[config.mk]
export PLATFORM = sky130hd
export DESIGN_NAME = warp_barrier_ctrl
export DESIGN_NICKNAME = d
export VERILOG_FILES = /design/src/rtl/warp_barrier_ctrl.sv
export SDC_FILE = /design/constraint.sdc
export NUM_CORES = 1
export LEC_CHECK = 0
export CAP_MARGIN = 20
export CORE_ASPECT_RATIO = 1.1
export CORE_MARGIN = 4
export CORE_UTILIZATION = 54
export DETAILED_ROUTE_END_ITERATION = 7
export PLACE_DENSITY = 0.79
export SYNTH_ARGS = -nofsm -noshare
export SYNTH_HDL_FRONTEND = slang
export SYNTH_SLANG_ARGS = --single-unit
[constraint.sdc]
create_clock -name clk -period 4.38 [get_ports clk]
set_clock_uncertainty 0.05 [all_clocks]
set_input_delay 1.314 -clock clk [delete_from_list [all_inputs] [get_ports clk]]
set_output_delay 1.314 -clock clk [all_outputs]
set_load 0.05 [all_outputs]
[src/rtl/warp_barrier_ctrl.sv]
// Per-core local barrier controller: collects warp arrivals per barrier slot,
// stalls waiters and releases the whole group with one unlock pulse.
module warp_barrier_ctrl #(
   parameter int NUM_WARPS    = 4,
   parameter int NUM_BARRIERS = 4,
   parameter int PERF_W       = 44,
   localparam int NW_W = $clog2(NUM_WARPS),
   localparam int NB_W = (NUM_BARRIERS > 1) ? $clog2(NUM_BARRIERS) : 1
) (
   input  logic                 clk,
   input  logic                 reset_n,
   input  logic                 req_valid,
   output logic                 req_ready,
   input  logic [NW_W-1:0]      req_wid,
   input  logic [NB_W-1:0]      req_id,
   input  logic [NW_W-1:0]      req_size_m1,
   input  logic                 req_is_noop,
   output logic [NUM_WARPS-1:0] stall_mask,
   output logic                 unlock_valid,
   output logic [NUM_WARPS-1:0] unlock_wmask,
   output logic                 err_valid,
   output logic [PERF_W-1:0]    perf_stalls
);

   typedef enum logic [1:0] {
      ST_RESET   = 2'd0,
      ST_IDLE    = 2'd1,
      ST_RELEASE = 2'd2
   } state_t;

   state_t state_q, state_d;

   logic [NUM_BARRIERS-1:0][NUM_WARPS-1:0] wait_q, wait_d;
   logic [NUM_BARRIERS-1:0][NW_W-1:0]      count_q, count_d;
   logic [NUM_BARRIERS-1:0][NW_W-1:0]      size_q, size_d;
   logic [NUM_BARRIERS-1:0]                active_q, active_d;

   logic                 unlock_valid_q, unlock_valid_d;
   logic [NUM_WARPS-1:0] unlock_wmask_q, unlock_wmask_d;
   logic                 err_q, err_d;
   logic [PERF_W-1:0]    perf_q, perf_d;

   logic [NUM_WARPS-1:0] stall_all;
   logic [NW_W:0]        stall_cnt;
   logic [NUM_WARPS-1:0] req_onehot;
   logic                 req_err;
   logic                 req_complete;

   // Stall view is the union of every slot's waiters.
   always_comb begin
      stall_all = '0;
      for (int b = 0; b < NUM_BARRIERS; b++) begin
         stall_all = stall_all | wait_q[b];
      end
   end

   always_comb begin
      stall_cnt = '0;
      for (int i = 0; i < NUM_WARPS; i++) begin
         stall_cnt = stall_cnt + {{NW_W{1'b0}}, stall_all[i]};
      end
   end

   assign req_onehot   = NUM_WARPS'(1) << req_wid;
   assign req_err      = stall_all[req_wid] ||
                         (active_q[req_id] && (req_size_m1 != size_q[req_id]));
   assign req_complete = active_q[req_id] ? (count_q[req_id] == size_q[req_id])
                                          : (req_size_m1 == '0);

   always_comb begin
      state_d        = state_q;
      wait_d         = wait_q;
      count_d        = count_q;
      size_d         = size_q;
      active_d       = active_q;
      unlock_valid_d = 1'b0;
      unlock_wmask_d = '0;
      err_d          = 1'b0;
      perf_d         = perf_q + PERF_W'(stall_cnt);

      case (state_q)
         ST_RESET:   state_d = ST_IDLE;
         ST_RELEASE: state_d = ST_IDLE;
         ST_IDLE: begin
            if (req_valid) begin
               if (req_is_noop) begin
                  unlock_valid_d = 1'b1;
                  unlock_wmask_d = req_onehot;
               end else if (req_err) begin
                  err_d = 1'b1;
               end else if (req_complete) begin
                  // Arriving warp is released directly and never marked as waiting.
                  unlock_valid_d   = 1'b1;
                  unlock_wmask_d   = wait_q[req_id] | req_onehot;
                  wait_d[req_id]   = '0;
                  count_d[req_id]  = '0;
                  size_d[req_id]   = '0;
                  active_d[req_id] = 1'b0;
                  state_d          = ST_RELEASE;
               end else begin
                  if (!active_q[req_id]) begin
                     active_d[req_id] = 1'b1;
                     size_d[req_id]   = req_size_m1;
                     count_d[req_id]  = NW_W'(1);
                  end else begin
                     count_d[req_id] = count_q[req_id] + NW_W'(1);
                  end
                  wait_d[req_id] = wait_q[req_id] | req_onehot;
               end
            end
         end
         default: state_d = ST_RESET;
      endcase
   end

   always_ff @(posedge clk or negedge reset_n) begin
      if (!reset_n) begin
         state_q        <= ST_RESET;
         wait_q         <= '0;
         count_q        <= '0;
         size_q         <= '0;
         active_q       <= '0;
         unlock_valid_q <= 1'b0;
         unlock_wmask_q <= '0;
         err_q          <= 1'b0;
         perf_q         <= '0;
      end else begin
         state_q        <= state_d;
         wait_q         <= wait_d;
         count_q        <= count_d;
         size_q         <= size_d;
         active_q       <= active_d;
         unlock_valid_q <= unlock_valid_d;
         unlock_wmask_q <= unlock_wmask_d;
         err_q          <= err_d;
         perf_q         <= perf_d;
      end
   end

   assign req_ready    = (state_q == ST_IDLE);
   assign stall_mask   = stall_all;
   assign unlock_valid = unlock_valid_q;
   assign unlock_wmask = unlock_wmask_q;
   assign err_valid    = err_q;
   assign perf_stalls  = perf_q;

endmodule

After elaboration in Yosys (flattened, before gate mapping)
Cells that the tools add are included.

Register bits: 88. Input bits: 10.

$add $sub $neg: 5. Magnitude comparators: 3. Eq/ne operators: 9. Shift operators: 1. Multiplexer cells: 46. Bitwise logic cells: 17. Reduce and logical (&&, ||, !) cells: 9.

Operators by type and width (count): 44-bit by 3-bit adder with 44-bit output (1); 4-bit 2-to-1 mux (9); 8-bit 2-to-1 mux (4); 4-bit bitwise OR (6); 16-bit AND (1); 8-bit AND (2); 16-bit bitwise mux (1); 8-bit bitwise mux (2); 16-bit 2-to-1 mux (1); 16-bit inverter (1); 2-bit 2-to-1 mux (7); 1-bit 2-to-1 mux (13); 4-bit AND (2); 2-bit binary-select mux with 2-bit select (2); 4-bit binary-select mux with 2-bit select (1); 4-bit demux with 2-bit select (1); 2-bit inequality test (second input constant) (4); 4-bit inverter (2); 8-bit inverter (1); 4-bit AND reduction (2); 2-bit by 3-bit less-than comparator with 1-bit output (second input constant) (2); 5-bit AND reduction (1); 1-bit binary-select mux with 2-bit select (2); 2-bit demux with 2-bit select (1); 18 further kinds (21).

Longest topological paths before layout
Gate-level depths: netlist (run 1).

Depth in word-level cells: 10. Depth in mapped cells: 10.

Least setup slack after synthesis (run 1)
No wires, ideal clock.

Path kind: input to register. From: input port req_id[1]. To: register count_q[1] (netlist bit). Data arrival time: 3.097 ns. Data required time: 4.205 ns. Slack: 1.107 ns. Cell stages on the path: 7. Cell sequence: buf_2 -> mux4_2 -> xnor2_2 -> a21boi_2 -> or4_1 -> buf_2 -> mux2_4.

Word-level cells in the longest chain between the ends: 8. Elaborated cells between the ends (all ways): 26. Those cells by class: add/sub: 1; order compare: 2; eq/ne: 2; mux: 12; bitwise: 5; reduce/logical: 4.

RTL lines: from (decl) (line 15) `input logic [NB_W-1:0] req_id,`; 2-bit by 3-bit less-than comparator with 1-bit output (implied by the code) / 2-bit by 1-bit greater-or-equal comparator with 1-bit output (equally long branches) (line 96, 104, 106); 1-bit logical AND (implied by the code) (line 96, 104, 106); 2-bit 2-to-1 mux (implied by the code) (line 96, 104, 106); 2-bit demux with 2-bit select (line 96, 104, 106); 4-bit inverter (no source line); 4-bit AND (no source line); 8-bit 2-to-1 mux (line 101) `if (!active_q[req_id]) begin`; 8-bit 2-to-1 mux (line 91) `end else if (req_complete) begin`; to (signal assigned) (line 130) `count_q <= count_d;`; to (decl) (line 34) `logic [NUM_BARRIERS-1:0][NW_W-1:0] count_q, count_d;`.

Parallel ways exist; a longest one is shown, timed or not. The select of a mux whose other input is x is not followed. A chain may end at the register's enable or synchronous reset.

Worst setup path in the final report (run 1)
From: input port req_id[0]. To: register wait_q[2] (netlist bit).

Word-level cells in the longest chain between the ends: 7. Elaborated cells between the ends (all ways): 25. Those cells by class: order compare: 2; eq/ne: 2; mux: 13; bitwise: 4; reduce/logical: 4.

RTL lines: 2-bit by 3-bit less-than comparator with 1-bit output (implied by the code) (tied with other cells) (line 95, 108); 1-bit logical AND (implied by the code) / 2-bit 2-to-1 mux (equally long branches); 4-bit 2-to-1 mux (implied by the code) / 2-bit inequality test (equally long branches) (line 95, 108, 66); 4-bit demux with 2-bit select / 1-bit logical AND (equally long branches) (line 95, 108, 66); 16-bit inverter (no source line) / 1-bit logical OR (equally long branches); 16-bit AND (no source line) / 1-bit inverter (equally long branches); 16-bit 2-to-1 mux / 4-bit AND reduction (equally long branches); to (signal assigned) (line 129) `wait_q <= wait_d;`; to (decl) (line 33) `logic [NUM_BARRIERS-1:0][NUM_WARPS-1:0] wait_q, wait_d;`.

Parallel ways exist; a longest one is shown, timed or not. The select of a mux whose other input is x is not followed.

==> flow_summary.yaml, run 1 <==
worst_setup_path:
  arrival_ps: 3960
  cp_top_family: "multiplexers"
  cp_slowest_stage_delay_ps: 660
  crit_slowest_cell: "or4_1"
  crit_buf_inv: 1
  crit_type: "in -> reg"
  critPathRequiredTime_ps: 4570
  critPathMaxFanout: 8
  critPathLaunchType: "input port"
  crit_chain: "clkdlybuf4s50_1 -> mux4_2 -> xnor2_2 -> a21boi_2 -> or4_1 -> mux2_4"
  cp-end-kind: "register"
clocking:
  clkSinkCount: 88
  ctsHtreeMaxLevel: 3
  cts_tree: "yes"
  cts.repair.resized: 0
  clock-root-buffer: "clkbuf_8"
  clkSlewWorstSetupHoldPaths_ps: 90
  clk_latency_ps: 350
  cts_buffer_depth: 2
  cts_buffers: 9
  cts_hold_buf: 0
  post_cts_buffers: 0
sta:
  fin_crit_sh_pct: 85.97
  fin_tns_setup_ps: 0
  worst_pin_slew_ps: 951.5
  slew_headroom_pct: 35.98
  fin_crit_ps: 3765
  fmax_mhz: 265.6
  fin_ws_ps: 614.6
  finalHoldViolCount: 0
  rsz0062_at_grt: "false"
  setup-violations-final: 0
  finalMaxSlewViolations: 0
detailed_routing:
  drc: 0
  via_per_inst: 5.659
  wl_per_cell_um: 16.88
  drtAntennaViolNets: 0
  first_iter_violations: 116
  firstDrtPassIters: 4
  routed_wl_um: 9607
  dr_total_vias: 3220
logic_synthesis:
  synth_top_cell_area_share_pct: 49.90
  synth_edf_count: 0
  ys_async_sr_fraction_pct: 100.0
  netlist_instances: 380
  synth_cell_type_count: 59
  ys_warn_count: 0
  synth-main-ff-cell: "dfrtp_1"
  syn-num-nets: 394
  synth_area_leaders: "dfrtp_1 (50%), xnor2_1 (6.2%), mux2_2 (4.8%)"
  synth_top_cell_by_area: "dfrtp_1"
  yosysSeqAreaShare_pct: 49.90
  synth.avg_cell_area_um2: 11.61
  synth_seq_cells: 88
  synthesis.area_mm2: 0.004413
power_and_ir_drop:
  power_frac_seq_pct: 35.8
  ir_worst_vdd_v: 0.0002498
  leakage_nw: 2.370
  p_int_mw: 1.904
  powerDensity_mw_per_mm2: 558.7
  comb_power_share_pct: 40.7
  design_power_total_mw: 3.066
  clockPowerShare_pct: 23.6
  sw_frac_of_total_pct: 37.92
  switchingPower_mw: 1.163
global_route:
  grt_pass1_wl_um: 16300
  grt_max_degree: 61
  grt.overflow.total: 0
  grt_usage_pct: 21.50
  grt_pass1_vias: 3431
  grt_antenna_before_repair: 0
die:
  die_area_mm2: 0.009684
  die_h_um: 102.8
  initial_core_util_pct: 55.47
  io_pins: 65
  core-area_mm2: 0.007955
  fp.dieW_um: 94.20
  row_count: 34
run:
  maxCapViolations: 0
layout:
  n_antenna_cell: 0
  design_area_mm2: 0.005488
  seq_area_mm2: 0.002202
  fin_nets: 470
  layoutNonFillerInstCount: 569
  fillers: 614
  syn2layout_area_growth_pct: 24.35
  multiInputGateArea_mm2: 0.002076
  final_layout_size_suffix_gt1_share_pct: 16.70
placement:
  place_congestion: 0.8700
  dpl_cell_area_mm2: 0.005228
  port_buffers: 64
  dpl.cell_count: 553
  hpwlAfterDp_um: 6944
  pre_cts_slack_ps: 276.6
status:
  status: "complete, no violations"
min_path:
  holdCritPathClass: "reg -> reg"
==> state kept, by name, indices dropped and copies added, names as in the netlist, named ones only <==
signal and flops:
perf_stalls 44, state_q 2, err_valid 1, unlock_wmask 4
unlock_valid 1, count_q 8, wait_q 16, size_q 8
==> Yosys cell counts (all sizes together), types with 4 or more instances <==
master,count
nand4,16
mux2,24
a21oi,8
nor2,24
nor3,9
xnor2,35
inv,19
dfrtp,88
o21ai,5
nor4,11
xor2,12
mux4,9
a21boi,4
nand2,25
nand2b,5
nor2b,4
buf,7
nand3,14
and4,6
clkbuf,6
o22ai,6
==> logic make-up after synthesis <==
| group | Yosys count | share of synthesized area, % |
|---|---|---|
| adder cells (fa/ha/maj) | 4 | 1.644 |
| AO/OA/AOI/OAI | 44 | 7.429 |
| XOR/XNOR | 47 | 10.01 |
| multiplexers | 36 | 11.82 |
| buffers and inverters | 32 | 3.062 |
| flip-flops | 88 | 49.90 |
| AND/OR/NAND/NOR | 129 | 16.13 |
==> power by group through the flow <==
stage	registers [mW]	logic [mW]	clock network, mW
after floorplan	1.21	0.751	0
after global placement	1.10	1.20	0
after detailed placement	1.10	1.24	0
after CTS	1.09	1.25	0.734
after global routing	1.12	1.36	0.766
final	1.10	1.25	0.723
==> path summary, 6_finish.rpt <==
check	from	to	slack, ps	cells past startpoint
min in group asynchronous	reset_n	size_q[0]$_DFFE_PN0P_	960	1
min reg2reg	perf_stalls[43]$_DFF_PN0_	perf_stalls[43]$_DFF_PN0_	440	1
min	perf_stalls[43]$_DFF_PN0_	perf_stalls[43]$_DFF_PN0_	440	1
max	req_id[0]	wait_q[2]$_DFFE_PN0P_	610	6
max reg2reg	wait_q[5]$_DFFE_PN0P_	perf_stalls[36]$_DFF_PN0_	630	10
max in group asynchronous	reset_n	perf_stalls[9]$_DFF_PN0_	2570	2
==> metal layers <==
layer / GRT usage, % / vias up / part of all wire, %
li1: - / 1514 / -
met3: 4.818 / 11 / 5.6
met5: 0 / - / 0
met4: 7.111 / 0 / 1.4
met1: 27.68 / 1603 / 44
met2: 36.30 / 92 / 49
==> through the flow <==
stage | util [%] | hold WS [ps]
after CTS | 68.98 | 438.4
after floorplan | - | 388.7
after global placement | 65.71 | 406.5
after global routing | 68.98 | 461.2
after detailed placement | 65.71 | 414.8
final | 68.98 | 436.1
==> cells in the final DEF, fill, tap and decap left out, drive strengths merged, types with 12 or more instances in the layout <==
master and instances:
dfrtp 88, clkdlybuf4s50 63, xnor2 35, nand2 25, nor2 24, mux2 24
inv 19, nand4 16, buf 15, nand3 14, xor2 12
==> area by class of cell <==
cell class              count  area share, %
inverters                  19          1.300
clock inverters             5          2.348
repair buffers             78          13.54
well taps                 108          2.462
multi-input cells         260          37.82
flip-flops and latches     88          40.13
clock buffers              11          2.394
(Power assumes the default switching activity.)
==> run 2: changes to the inputs <==
--- a/config.mk
+++ b/config.mk
@@ -8,9 +8,10 @@
 export CAP_MARGIN = 20
 export CORE_ASPECT_RATIO = 1.1
 export CORE_MARGIN = 4
-export CORE_UTILIZATION = 54
+export CORE_UTILIZATION = 60
 export DETAILED_ROUTE_END_ITERATION = 7
-export PLACE_DENSITY = 0.79
+export DONT_BUFFER_PORTS = 1
+export PLACE_DENSITY = 0.76
 export SYNTH_ARGS = -nofsm -noshare
 export SYNTH_HDL_FRONTEND = slang
 export SYNTH_SLANG_ARGS = --single-unit
==> flow_summary.yaml, run 2 (synthesis results as in run 1) <==
clocking:
  ctsHtreeMaxLevel: 3
  clk_latency_ps: 360
  cts_hold_buf: 0
  cts_buffers: 9
  cts_tree: "yes"
  cts.repair.resized: 0
  clkSinkCount: 88
  clkSlewWorstSetupHoldPaths_ps: 90
  clock-root-buffer: "clkbuf_8"
  post_cts_buffers: 0
  cts_buffer_depth: 2
sta:
  finalMaxSlewViolations: 0
  fmax_mhz: 271.0
  rsz0062_at_grt: "false"
  worst_pin_slew_ps: 1013
  fin_crit_sh_pct: 84.24
  fin_crit_ps: 3690
  setup-violations-final: 0
  slew_headroom_pct: 32.32
  finalHoldViolCount: 0
  fin_tns_setup_ps: 0
worst_setup_path:
  crit_slowest_cell: "nor4_1"
  critPathLaunchType: "register"
  arrival_ps: 3860
  crit_chain: "nor4_1 -> fa_1 -> fa_1 -> inv_1 -> fa_1 -> and4_1 -> nand2_1 -> nor4_1 -> nand3_1 -> xnor2_1"
  critPathMaxFanout: 5
  cp-end-kind: "register"
  cpMostUsedCell: "fa_1"
  cp_slowest_stage_delay_ps: 570
  critPathRequiredTime_ps: 4550
  crit_type: "reg -> reg"
layout:
  design_area_mm2: 0.004676
  syn2layout_area_growth_pct: 5.954
  final_layout_size_suffix_gt1_share_pct: 17.57
  layout.cells.most_common: "dfrtp_1"
  largest_reg_flops: 44
  n_antenna_cell: 0
  final_cell_mix: "dfrtp_1 (88), xnor2_1 (31), nand2_1 (25)"
  fin_nets: 396
  fillers: 541
  post-route-util_pct: 65.98
die:
  io_pins: 65
  fp.dieW_um: 89.77
  die_h_um: 97.95
  row_count: 32
  core-area_mm2: 0.007087
  die_area_mm2: 0.008793
  initial_core_util_pct: 62.27
detailed_routing:
  via_per_inst: 6.186
  drtAntennaViolNets: 0
  routed_wl_um: 8831
  wl_per_cell_um: 18.71
  drc: 0
  firstDrtPassIters: 5
  dr_total_vias: 2920
  first_iter_violations: 121
global_route:
  grtUsageMet3_pct: 7.858
  grt.overflow.total: 0
  grt_max_degree: 89
  use_met1_pct: 27.40
  grt.busiest_layer: "met2"
  grt_usage_pct: 21.91
  grt_pass1_wl_um: 15540
  grt_antenna_before_repair: 0
  grt_pass1_vias: 3052
  grtUsageMet2_pct: 36.17
placement:
  hpwlAfterDp_um: 6297
  port_buffers: 0
  place_congestion: 0.8232
  dpl_cell_area_mm2: 0.004486
power_and_ir_drop:
  leakage_nw: 2.048
  ir_worst_vdd_v: 0.0002140
  powerDensity_mw_per_mm2: 570.8
run:
  maxCapViolations: 0
min_path:
  holdCritPathClass: "reg -> reg"
status:
  status: "complete, no violations"
run 2: worst paths after layout:
kind	startpoint	end	slack [ps]	depth (start not counted)
min in group asynchronous	reset_n	size_q[1]$_DFFE_PN0P_	590	0
hold / removal	state_q[0]$_DFFE_PN0P_	state_q[0]$_DFFE_PN0P_	440	1
max in group asynchronous	reset_n	perf_stalls[39]$_DFF_PN0_	3560	0
setup / recovery	wait_q[7]$_DFFE_PN0P_	perf_stalls[38]$_DFF_PN0_	690	10
setup reg to reg	wait_q[7]$_DFFE_PN0P_	perf_stalls[38]$_DFF_PN0_	690	10
hold reg to reg	state_q[0]$_DFFE_PN0P_	state_q[0]$_DFFE_PN0P_	440	1
run 2: critical path: cells and delay by family, from the launching register on:
family                   cells  cell delay [ps]
flip-flops                   1              400
buffers and inverters        1               80
AND/OR/NAND/NOR              5             1720
adder cells (fa/ha/maj)      3             1140
XOR/XNOR                     1              160
run 2: layer usage:
layer | part of all wire, % | up-vias | routed length [µm]
li1 | - | 1366 | -
met3 | 7.1 | 13 | 630
met2 | 49 | 93 | 4360
met4 | 1.9 | 0 | 170
met5 | 0 | - | 0
met1 | 42 | 1448 | 3669
run 2: through the flow:
step                      worst slack, ps  cells  power (mW)  hold slack, ps
after detailed placement            713.8    456       2.150           439.3
after floorplan                      1107    380       1.960           388.7
after global placement              747.9    456       2.124           413.3
after global routing                399.7    472       2.856           478.0
after CTS                           699.5    472       2.686           450.5
final                               690.4    472       2.669           441.1
run 2: layout make-up:
cell class	count	area [µm²]	share of cell area, %
Clock buffer	11	151.4	3.238
Clock inverter	5	38.79	0.8295
Inverter	19	71.32	1.525
Multi-Input combinational cell	260	2076	44.39
Sequential cell	88	2202	47.10
Tap cell	85	106.4	2.275
Timing Repair Buffer	4	30.03	0.6422
run 2: power breakdown:
part | total [mW] | switching [mW] | leakage [nW] | internal [mW]
combinational | 0.895 | 0.525 | 0.792 | 0.370
sequential | 1.24 | 0.277 | 1.17 | 0.960
clock | 0.537 | 0.298 | 0.0842 | 0.239
==> run 3: changes to the inputs <==
==> constraint.sdc (replaced) <==
create_clock -name clk -period 3.5 [get_ports clk]
set_clock_uncertainty 0.05 [all_clocks]
set_input_delay 1.05 -clock clk [delete_from_list [all_inputs] [get_ports clk]]
set_output_delay 1.05 -clock clk [all_outputs]
set_load 0.05 [all_outputs]
==> flow_summary.yaml, run 3 (synthesis results as in run 1) <==
global_route:
  grt.overflow.total: 0
  grt_pass1_vias: 3111
  grt_usage_pct: 21.21
  grt_antenna_before_repair: 0
  grt_pass1_wl_um: 15110
  grt_max_degree: 89
clocking:
  cts_hold_buf: 0
  post_cts_buffers: 0
  ctsHtreeMaxLevel: 3
  clkSinkCount: 88
  cts_tree: "yes"
  clk_latency_ps: 350
  clock-root-buffer: "clkbuf_8"
  clkSlewWorstSetupHoldPaths_ps: 90
  cts_buffer_depth: 2
  cts_buffers: 9
  cts.repair.resized: 0
detailed_routing:
  routed_wl_um: 8980
  drc: 0
  dr_total_vias: 3027
  via_per_inst: 6.267
  drtAntennaViolNets: 0
  first_iter_violations: 110
  wl_per_cell_um: 18.59
  firstDrtPassIters: 4
min_path:
  holdCritPathClass: "in -> async"
worst_setup_path:
  arrival_ps: 3560
  crit_type: "reg -> reg"
  critPathLaunchType: "register"
  critPathRequiredTime_ps: 3730
  cp-end-kind: "register"
  critPathMaxFanout: 5
sta:
  fin_crit_sh_pct: 95.13
  fin_crit_ps: 3330
  rsz0062_at_grt: "false"
  finalHoldViolCount: 0
  setup-violations-final: 0
  fmax_mhz: 300.3
  fin_tns_setup_ps: 0
  slew_headroom_pct: 57.20
  worst_pin_slew_ps: 642.0
  finalMaxSlewViolations: 0
layout:
  largest_reg_flops: 44
  syn2layout_area_growth_pct: 8.222
  layout.cells.most_common: "dfrtp_1"
  design_area_mm2: 0.004776
  final_cell_mix: "dfrtp_1 (88), xnor2_1 (31), nand2_1 (25)"
  layoutNonFillerInstCount: 483
  fin_nets: 407
  final_layout_size_suffix_gt1_share_pct: 20.35
  n_antenna_cell: 0
power_and_ir_drop:
  leakage_nw: 2.112
  sw_frac_of_total_pct: 41.19
  design_power_total_mw: 3.408
  ir_worst_vdd_v: 0.0003602
  comb_power_share_pct: 36.3
  switchingPower_mw: 1.404
  clockPowerShare_pct: 19.4
  power_frac_seq_pct: 44.3
  powerDensity_mw_per_mm2: 713.7
  p_int_mw: 2.004
placement:
  port_buffers: 0
  dpl.cell_count: 467
  dpl_cell_area_mm2: 0.004568
  hpwlAfterDp_um: 6362
  place_congestion: 0.8798
die:
  core-area_mm2: 0.007087
  io_pins: 65
  fp.dieW_um: 89.77
  die_area_mm2: 0.008793
  row_count: 32
  initial_core_util_pct: 62.27
  die_h_um: 97.95
run:
  maxCapViolations: 0
status:
  status: "complete, no violations"
run 3: changes by cell type in the layout (fill, tap and decap cells not counted), sizes merged:
cell	previous run	this run
buf	4	15
clkbuf	11	10
clkinvlp	4	3
inv	20	22
run 3: metal layers:
layer  vias to the layer above  part of all wire (%)  track usage [%]
met2                        88                    50            35.76
met1                      1533                    42            25.95
li1                       1393                     -                -
met5                         -                     0                0
met3                        13                   6.3            5.547
met4                         0                   1.7            9.198
run 3: critical path: stages, from the launching register on:
cell and delay, ps:
dfrtp_1 400, nor4_1 290, buf_4 180, fa_1 400
fa_1 390, inv_1 80, fa_1 220, and4_1 300
and2_1 200, nand4_1 220, nor4_1 350, xor2_1 170
run 3: layout make-up:
type | instances | area [µm²]
tap | 85 | 106.4
clock inverter | 6 | 48.80
inverter | 19 | 71.32
timing repair buffer | 15 | 112.6
clock buffer | 10 | 137.6
fill | 549 | 2311
multi-input combinational | 260 | 2097
sequential | 88 | 2202
run 3: power groups by stage:
stage / Combinational [mW] / Clock (mW) / Sequential [mW]
final: 1.24 / 0.660 / 1.51
after global routing: 1.37 / 0.728 / 1.54
after CTS: 1.24 / 0.681 / 1.50
after detailed placement: 1.23 / 0 / 1.52
after global placement: 1.19 / 0 / 1.51
after floorplan: 0.940 / 0 / 1.51
run 3: metrics by stage:
step,utilization (%),setup slack (ps),hold slack [ps]
after global placement,64.46,176.3,408.1
after global routing,67.39,25.48,298.2
final,67.39,170.5,333.2
after detailed placement,64.46,73.44,417.6
after floorplan,-,283.9,388.7
after CTS,67.09,50.11,311.1
run 3: final timing paths:
check,slack [ps],cells past startpoint,from,endpoint
max,170,11,wait_q[4]$_DFFE_PN0P_,perf_stalls[36]$_DFF_PN0_
min,330,0,reset_n,size_q[3]$_DFFE_PN0P_
max reg2reg,170,11,wait_q[4]$_DFFE_PN0P_,perf_stalls[36]$_DFF_PN0_
min reg2reg,430,1,state_q[0]$_DFFE_PN0P_,state_q[0]$_DFFE_PN0P_
max in group asynchronous,2920,0,reset_n,perf_stalls[26]$_DFF_PN0_
min in group clk,430,1,state_q[0]$_DFFE_PN0P_,state_q[0]$_DFFE_PN0P_
